$ cat src/rtl/qq_cmd_ctrl.sv
// qq_cmd_ctrl
//   Sequences one user command at a time (ENQ / DEQ / REPL) into a queue node.
//   Each command is checked against the node flags, then issued as a
//   single-cycle strobe once the node is ready. The controller then waits for
//   the node to become ready again and returns a response holding a key and an
//   error code.
//
// Optional feature (macro QQ_CMD_TIMEOUT_EN):
//   Bounds the time spent in ISSUE + WAIT1 to TO cycles. On expiry the command
//   ends with err 11 and an all-ones key. Without the macro there is no
//   counter, the controller waits indefinitely, and TO is not used.
//
// Ports:
//   clk, rst_n            clock (rising edge), async active-low reset
//   cmd_valid_i/ready_o   command handshake; cmd_op_i, cmd_key_i payload
//   q_rdy_i, q_full_i, q_empty_i, q_head_i   node status and head key
//   q_enq_o, q_deq_o, q_repl_o, q_data_o     node strobes and data
//   rsp_valid_o/ready_i   response handshake; rsp_key_o, rsp_err_o payload
//   count_o               tracked occupancy, saturating at 0 and D
module qq_cmd_ctrl #(
    parameter int W  = 32,
    parameter int D  = 4,
    parameter int TO = 64
) (
    input  logic                   clk,
    input  logic                   rst_n,
    input  logic                   cmd_valid_i,
    output logic                   cmd_ready_o,
    input  logic [1:0]             cmd_op_i,
    input  logic [W-1:0]           cmd_key_i,
    input  logic                   q_rdy_i,
    input  logic                   q_full_i,
    input  logic                   q_empty_i,
    input  logic [W-1:0]           q_head_i,
    output logic                   q_enq_o,
    output logic                   q_deq_o,
    output logic                   q_repl_o,
    output logic [W-1:0]           q_data_o,
    output logic                   rsp_valid_o,
    input  logic                   rsp_ready_i,
    output logic [W-1:0]           rsp_key_o,
    output logic [1:0]             rsp_err_o,
    output logic [$clog2(D+1)-1:0] count_o
);

    localparam int            CW      = $clog2(D + 1);
    localparam logic [CW-1:0] CNT_MAX = CW'(D);

    localparam logic [1:0] OP_ENQ  = 2'b00;
    localparam logic [1:0] OP_DEQ  = 2'b01;
    localparam logic [1:0] OP_REPL = 2'b10;
    localparam logic [1:0] OP_RSV  = 2'b11;

    localparam logic [1:0] ERR_OK    = 2'b00;
    localparam logic [1:0] ERR_FULL  = 2'b01;
    localparam logic [1:0] ERR_EMPTY = 2'b10;
    localparam logic [1:0] ERR_TMO   = 2'b11;

    if (D < 1) begin : g_bad_d
        $error("qq_cmd_ctrl: D must be at least 1");
    end
    if (TO < 2) begin : g_bad_to
        $error("qq_cmd_ctrl: TO must be at least 2");
    end

    typedef enum logic [2:0] {IDLE, CHECK, ISSUE, WAIT0, WAIT1, RESP} state_t;

    state_t          state, state_nxt;
    logic [1:0]      op_r;
    logic [W-1:0]    key_r;
    logic [W-1:0]    rsp_key_r;
    logic [1:0]      rsp_err_r;
    logic [CW-1:0]   count_r;
    logic            reject;
    logic [1:0]      reject_err;
    logic [W-1:0]    reject_key;
    logic            tmo;

    // Reset asserts asynchronously but releases two clk edges after rst_n
    // rises; every other flop in the block resets from rst_sync.
    logic rst_meta, rst_sync;

    always_ff @(posedge clk or negedge rst_n) begin
        if (!rst_n) begin
            rst_meta <= 1'b0;
            rst_sync <= 1'b0;
        end else begin
            rst_meta <= 1'b1;
            rst_sync <= rst_meta;
        end
    end

`ifdef QQ_CMD_TIMEOUT_EN
    localparam int            TW       = $clog2(TO + 1);
    localparam logic [TW-1:0] TMO_LAST = TW'(TO - 1);

    logic [TW-1:0] tmo_cnt;

    // CHECK is the only way into ISSUE, so clearing there clears on entry.
    always_ff @(posedge clk or negedge rst_sync) begin
        if (!rst_sync) begin
            tmo_cnt <= '0;
        end else if (state == CHECK) begin
            tmo_cnt <= '0;
        end else if (state == ISSUE || state == WAIT1) begin
            tmo_cnt <= tmo_cnt + TW'(1);
        end
    end

    // Fires during the TO-th counted cycle; a ready node in that same cycle wins.
    assign tmo = (state == ISSUE || state == WAIT1) && (tmo_cnt == TMO_LAST);
`else
    assign tmo = 1'b0;
`endif

    // Rejection decision taken in CHECK from the latched op and live flags.
    always_comb begin
        reject     = 1'b1;
        reject_err = ERR_TMO;
        reject_key = '1;
        case (op_r)
            OP_ENQ: begin
                reject     = q_full_i;
                reject_err = ERR_FULL;
                reject_key = key_r;
            end
            OP_DEQ, OP_REPL: begin
                reject     = q_empty_i;
                reject_err = ERR_EMPTY;
                reject_key = '1;
            end
            OP_RSV: begin
                reject     = 1'b1;
                reject_err = ERR_TMO;
                reject_key = '1;
            end
            default: ;
        endcase
    end

    // State register
    always_ff @(posedge clk or negedge rst_sync) begin
        if (!rst_sync) begin
            state <= IDLE;
        end else begin
            state <= state_nxt;
        end
    end

    // Next-state logic
    always_comb begin
        state_nxt = state;
        case (state)
            IDLE:    if (cmd_valid_i && cmd_ready_o) state_nxt = CHECK;
            CHECK:   state_nxt = reject ? RESP : ISSUE;
            ISSUE:   if (q_rdy_i) state_nxt = WAIT0;
                     else if (tmo) state_nxt = RESP;
            WAIT0:   state_nxt = WAIT1;
            WAIT1:   if (q_rdy_i || tmo) state_nxt = RESP;
            RESP:    if (rsp_ready_i) state_nxt = IDLE;
            default: state_nxt = IDLE;
        endcase
    end

    // Output logic. cmd_ready_o reads 1 while rst_n is held low, but 0 during
    // the release window so no handshake appears to be taken early.
    always_comb begin
        cmd_ready_o = 1'b0;
        q_enq_o     = 1'b0;
        q_deq_o     = 1'b0;
        q_repl_o    = 1'b0;
        q_data_o    = '0;
        rsp_valid_o = 1'b0;
        case (state)
            IDLE:  cmd_ready_o = rst_sync | ~rst_n;
            CHECK, WAIT0, WAIT1: q_data_o = key_r;
            ISSUE: begin
                q_data_o = key_r;
                if (q_rdy_i) begin
                    q_enq_o  = (op_r == OP_ENQ);
                    q_deq_o  = (op_r == OP_DEQ);
                    q_repl_o = (op_r == OP_REPL);
                end
            end
            RESP:  rsp_valid_o = 1'b1;
            default: ;
        endcase
    end

    // Command latch, response capture and occupancy tracking.
    always_ff @(posedge clk or negedge rst_sync) begin
        if (!rst_sync) begin
            op_r      <= OP_ENQ;
            key_r     <= '0;
            rsp_key_r <= '0;
            rsp_err_r <= ERR_OK;
            count_r   <= '0;
        end else begin
            case (state)
                IDLE: begin
                    if (cmd_valid_i) begin
                        op_r  <= cmd_op_i;
                        key_r <= cmd_key_i;
                    end
                end
                CHECK: begin
                    if (reject) begin
                        rsp_err_r <= reject_err;
                        rsp_key_r <= reject_key;
                    end
                end
                ISSUE: begin
                    if (q_rdy_i) begin
                        rsp_key_r <= (op_r == OP_ENQ) ? key_r : q_head_i;
                    end else if (tmo) begin
                        rsp_err_r <= ERR_TMO;
                        rsp_key_r <= '1;
                    end
                end
                WAIT1: begin
                    if (q_rdy_i) begin
                        rsp_err_r <= ERR_OK;
                        if (op_r == OP_ENQ && count_r != CNT_MAX) begin
                            count_r <= count_r + CW'(1);
                        end else if (op_r == OP_DEQ && count_r != '0) begin
                            count_r <= count_r - CW'(1);
                        end
                    end else if (tmo) begin
                        rsp_err_r <= ERR_TMO;
                        rsp_key_r <= '1;
                    end
                end
                default: ;
            endcase
        end
    end

    assign rsp_key_o = rsp_key_r;
    assign rsp_err_o = rsp_err_r;
    assign count_o   = count_r;

endmodule

$ cat config.mk
export PLATFORM = sky130hd
export DESIGN_NAME = qq_cmd_ctrl
export DESIGN_NICKNAME = d
export VERILOG_FILES = /design/src/rtl/qq_cmd_ctrl.sv
export SDC_FILE = /design/constraint.sdc
export NUM_CORES = 1
export LEC_CHECK = 0
export CAP_MARGIN = 20
export CORE_AREA = 2 2 117 91
export CTS_BUF_LIST = sky130_fd_sc_hd__clkbuf_2 sky130_fd_sc_hd__clkbuf_4 sky130_fd_sc_hd__clkbuf_8
export CTS_CLUSTER_DIAMETER = 120
export DETAILED_ROUTE_END_ITERATION = 8
export DIE_AREA = 0 0 119 93
export PLACE_DENSITY = 0.72
export SLEW_MARGIN = 10
export SYNTH_ARGS = -nofsm -noshare
export SYNTH_HDL_FRONTEND = slang
export SYNTH_SLANG_ARGS = --single-unit
$ cat constraint.sdc
create_clock -name clk -period 4 [get_ports clk]
set_clock_uncertainty 0.1 [all_clocks]
set_input_delay 1 -clock clk [delete_from_list [all_inputs] [get_ports clk]]
set_output_delay 1 -clock clk [all_outputs]
set_load 0.02 [all_outputs]
==> results.txt <==
- Dividing the detail-routed wire length by the instance count gives 16.0 microns.
- Share of synthesized flip-flops with an asynchronous set or reset: 1.00
- The kind of cell with the highest combined delay along the critical path is buffers and inverters.
- The clock tree synthesis step divided the H-tree into 3 levels.
- Antenna Diode Count: 0
- STA classifies the critical path startpoint as a flop.
- Worst setup slack after placement: 0.448 ns
* Final Setup Violations: 0
- Initial DRT Pass Iterations: 5
* Final Max Tran Viols: 0
- Number of register bits inferred by synthesis: between 70 and 80
- Synthesis instantiated 39 different standard cells from the library.
* Starting Density: 0.381
* CP Data Arrival Time: 2.59 ns
- Clock latency on the worst-skew pair, taken at its later pin, is 0.36 ns.
- Post_cts resized: 0
- The routed layout has between 2000 and 3000 vias.
- Dividing the detail-routed via count by the number of cells gives roughly 4.8.
- In this run the worst path has a maximum fanout of 18.
- Of all cell types, the one taking the most synthesized area is dfrtp_1.
* Cell depth of the worst flop-to-flop path: 6
* EDFF count, synth: 0
- Fin crit period: between 3 and 4 ns
* Die area: around 11000 sq um
* Placed Cells incl. Taps: 597
- Fill cells in the final layout number 845.
- Wire length of the first global-routing pass: 16100 microns
- Counting every net in the synthesized netlist gives 402.
- Final GP Congestion: between 0.7 and 0.8
- The critical path contains buffers and inverters numbering 2 combined.
* Area used by sequential logic in the layout: 1910 sq um
- The min-delay analysis places its worst path in the category reg2reg.
- Core area: 9970 sq um
- The final layout contains 551 nets.
- The worst hold path passes through 0 cells.
* Number of buffers added by the clock tree synthesis step: 9
* Status: finished clean
- Yosys attributes the largest share of cell area to dfrtp_1 (50%), mux2i_1 (9.2%), mux2_4 (8.3%).
* CTS clk-pin slew, worst paths: 0.08 ns
- In the final layout, the share of cells above drive strength 1 is 0.130.
- Traced cell by cell, the critical path runs through xnor2_2, buf_4, and2_1, clkdlybuf4s50_1.
* Antenna violations before repair: 0
- Among all flip-flop cells after synthesis, the most frequent one is dfrtp_1.
- Crit path capture type: output pin
- The routed design has 9780 microns of wire.
- The total overflow left after global routing is 0.
- For this run, the number of Yosys warnings is 0.
- Chip Height: 93 microns
* Portion of synthesized cell area occupied by the leading cell type: 0.500
- Startpoint of the worst register-to-register path: op_r[0]
- Crit path launch: state[2]
* Largest net degree at the start of global routing: 75
* TritonCTS clock tree: done
* Area Growth Syn to Fin: 48.1%
- Measured along the x axis, the die boundary spans about 120 microns.
* RSZ-0062 raised after global routing: no
- For this run, the number of standard cells in the final layout without fillers is 613.
- Clock tree synthesis selected as its root buffer the cell clkbuf_8.
- Multi-input combinational cell area: 1660 sq um
* Delay of the slowest critical-path stage: 0.73 ns
- Number of global-route vias before repair: 3134
- Across the run, the number of max-cap violations was 0.
- Critical path depth: 4
* Final hold slack: 0.274 ns
- Post-synthesis instance area: 3800 sq um
- Row generation in the floorplan step produced 32 rows.
* Setup slack of the critical path after layout: 0.306 ns
* Slew at the pin closest to its max-slew limit: 0.935 ns
* Maximum clock frequency: around 270 MHz
* Master of the slowest instance on the critical path: xnor2_2
- For this run, the total global-route usage over all layers was measured as 0.187.
* Sequential area share after synthesis: 0.500
* Mean area per synthesized cell: 11.8 sq um
- The clock passes through at most 2 buffers.
- The worst hold path begins at rst_meta.
- Static leakage: 2.46 nW
- CTS sink cnt: 76
* Initial DRC Count: 150
- Port Buf Inserts: roughly 150
- The HPWL after detailed placement is 6970 microns.
- VDD sags by at most 0.436 mV.
- Final ANT Viol Nets: 0
- Post-CTS Hold Fix Bufs: 0
- At the end of the flow the core is filled with cells to 0.565.
- Dividing the final minimum period by the clock period gives 0.924.
- Summed over all failing endpoints, the final setup total negative slack is 0 ns.
- Power spread over the standard cell area amounts to 864 nW/um^2.
- Headroom to the max-slew limit came out at 0.376.
* Number of ports placed on the die boundary: 147
- Required time at the worst-slack endpoint: 2.90 ns
- The critical path in this run is classified as reg2out.
* Post-CTS setup buffer count: 0
- Number of hold violations in the final report: 0
- Synthesis handed over a netlist of 323 instances.
* # DRC: 0
==> Yosys cell counts (all sizes together), types with 2 or more instances <==
master  instances
clkbuf          6
nor4b           2
o31ai           2
mux2           33
nand2           9
buf            12
and2           32
o21ai           7
or3             2
mux2i          35
nor2            5
dfrtp          76
a21oi           6
nand2b          3
o22ai          32
xnor2           2
ha              5
and3            3
nor2b           2
inv            37
==> worst paths after layout <==
kind,to,slack [ns]
worst max-delay path,q_data_o[9],0.31
worst min register to register,rst_sync,0.27
min in group asynchronous,key_r[3],0.47
max in group asynchronous,rsp_key_o[31],2.75
worst max register to register,rsp_key_o[3],1.63
worst min-delay path,rst_sync,0.27
==> cell families after synthesis <==
logic type                 Yosys count  share of synthesized area
and+or+nand+nor                     64                      0.111
DFF                                 76                      0.500
xor gates and xnor gates             2                    0.00461
adders and majority gates            6                     0.0217
buffers and inverters               55                     0.0685
other                                1                   0.000987
muxes                               68                      0.211
AOI/OAI and AO/OA                   51                     0.0826
==> per-layer routing <==
layer / GRT usage / up-vias / wire length, microns
met5: 0 / - / 0
met4: 0.0546 / 0 / 127
met3: 0.0549 / 11 / 510
met2: 0.304 / 101 / 4640
met1: 0.244 / 1439 / 4510
li1: - / 1414 / -
==> sequential cells by signal (all words and copies together) (netlist names) <==
name       cells
key_r         32
rsp_key_o     32
count_o        3
state          3
op_r           2
rsp_err_o      2
rst_meta       1
rst_sync       1
==> report_power, final <==
group	internal, mW	switching [mW]	total (mW)	leakage (nW)
Sequential	1.10	0.231	1.33	0.843
Combinational	1.52	1.47	2.99	1.53
Clock	0.250	0.292	0.542	0.0854
Total	2.87	1.99	4.86	2.46
==> stage by stage <==
stage,cell area (sq um),total power [mW]
finish,5630,4.86
global route,5630,5.20
CTS,5630,4.93
detailed placement,5450,4.36
global placement,5420,4.25
floorplan,3800,3.12
==> layout by cell type, fill, tap and decap left out, types with 2 or more instances in the layout <==
| master | n |
|---|---|
| mux2_2 | 6 |
| inv_1 | 37 |
| nand2_1 | 9 |
| clkdlybuf4s50_1 | 146 |
| buf_4 | 8 |
| clkbuf_8 | 10 |
| and3_1 | 3 |
| mux2_1 | 6 |
| nand2b_1 | 3 |
| nor2_1 | 4 |
| dfrtp_1 | 75 |
| ha_1 | 5 |
| and2_1 | 32 |
| o21ai_0 | 7 |
| o31ai_1 | 2 |
| mux2_4 | 21 |
| mux2i_1 | 34 |
| nor2b_1 | 2 |
| clkinvlp_4 | 3 |
| o22ai_1 | 32 |
| a21oi_1 | 6 |
==> cell type report <==
type,count,share of cell area
clock buffers,11,0.0258
well taps,136,0.0302
clock inverters,5,0.00645
multi-input cells,192,0.296
flip-flops and latches,76,0.339
repair buffers,156,0.279
inverters,37,0.0247
(Power assumes the default switching activity.)
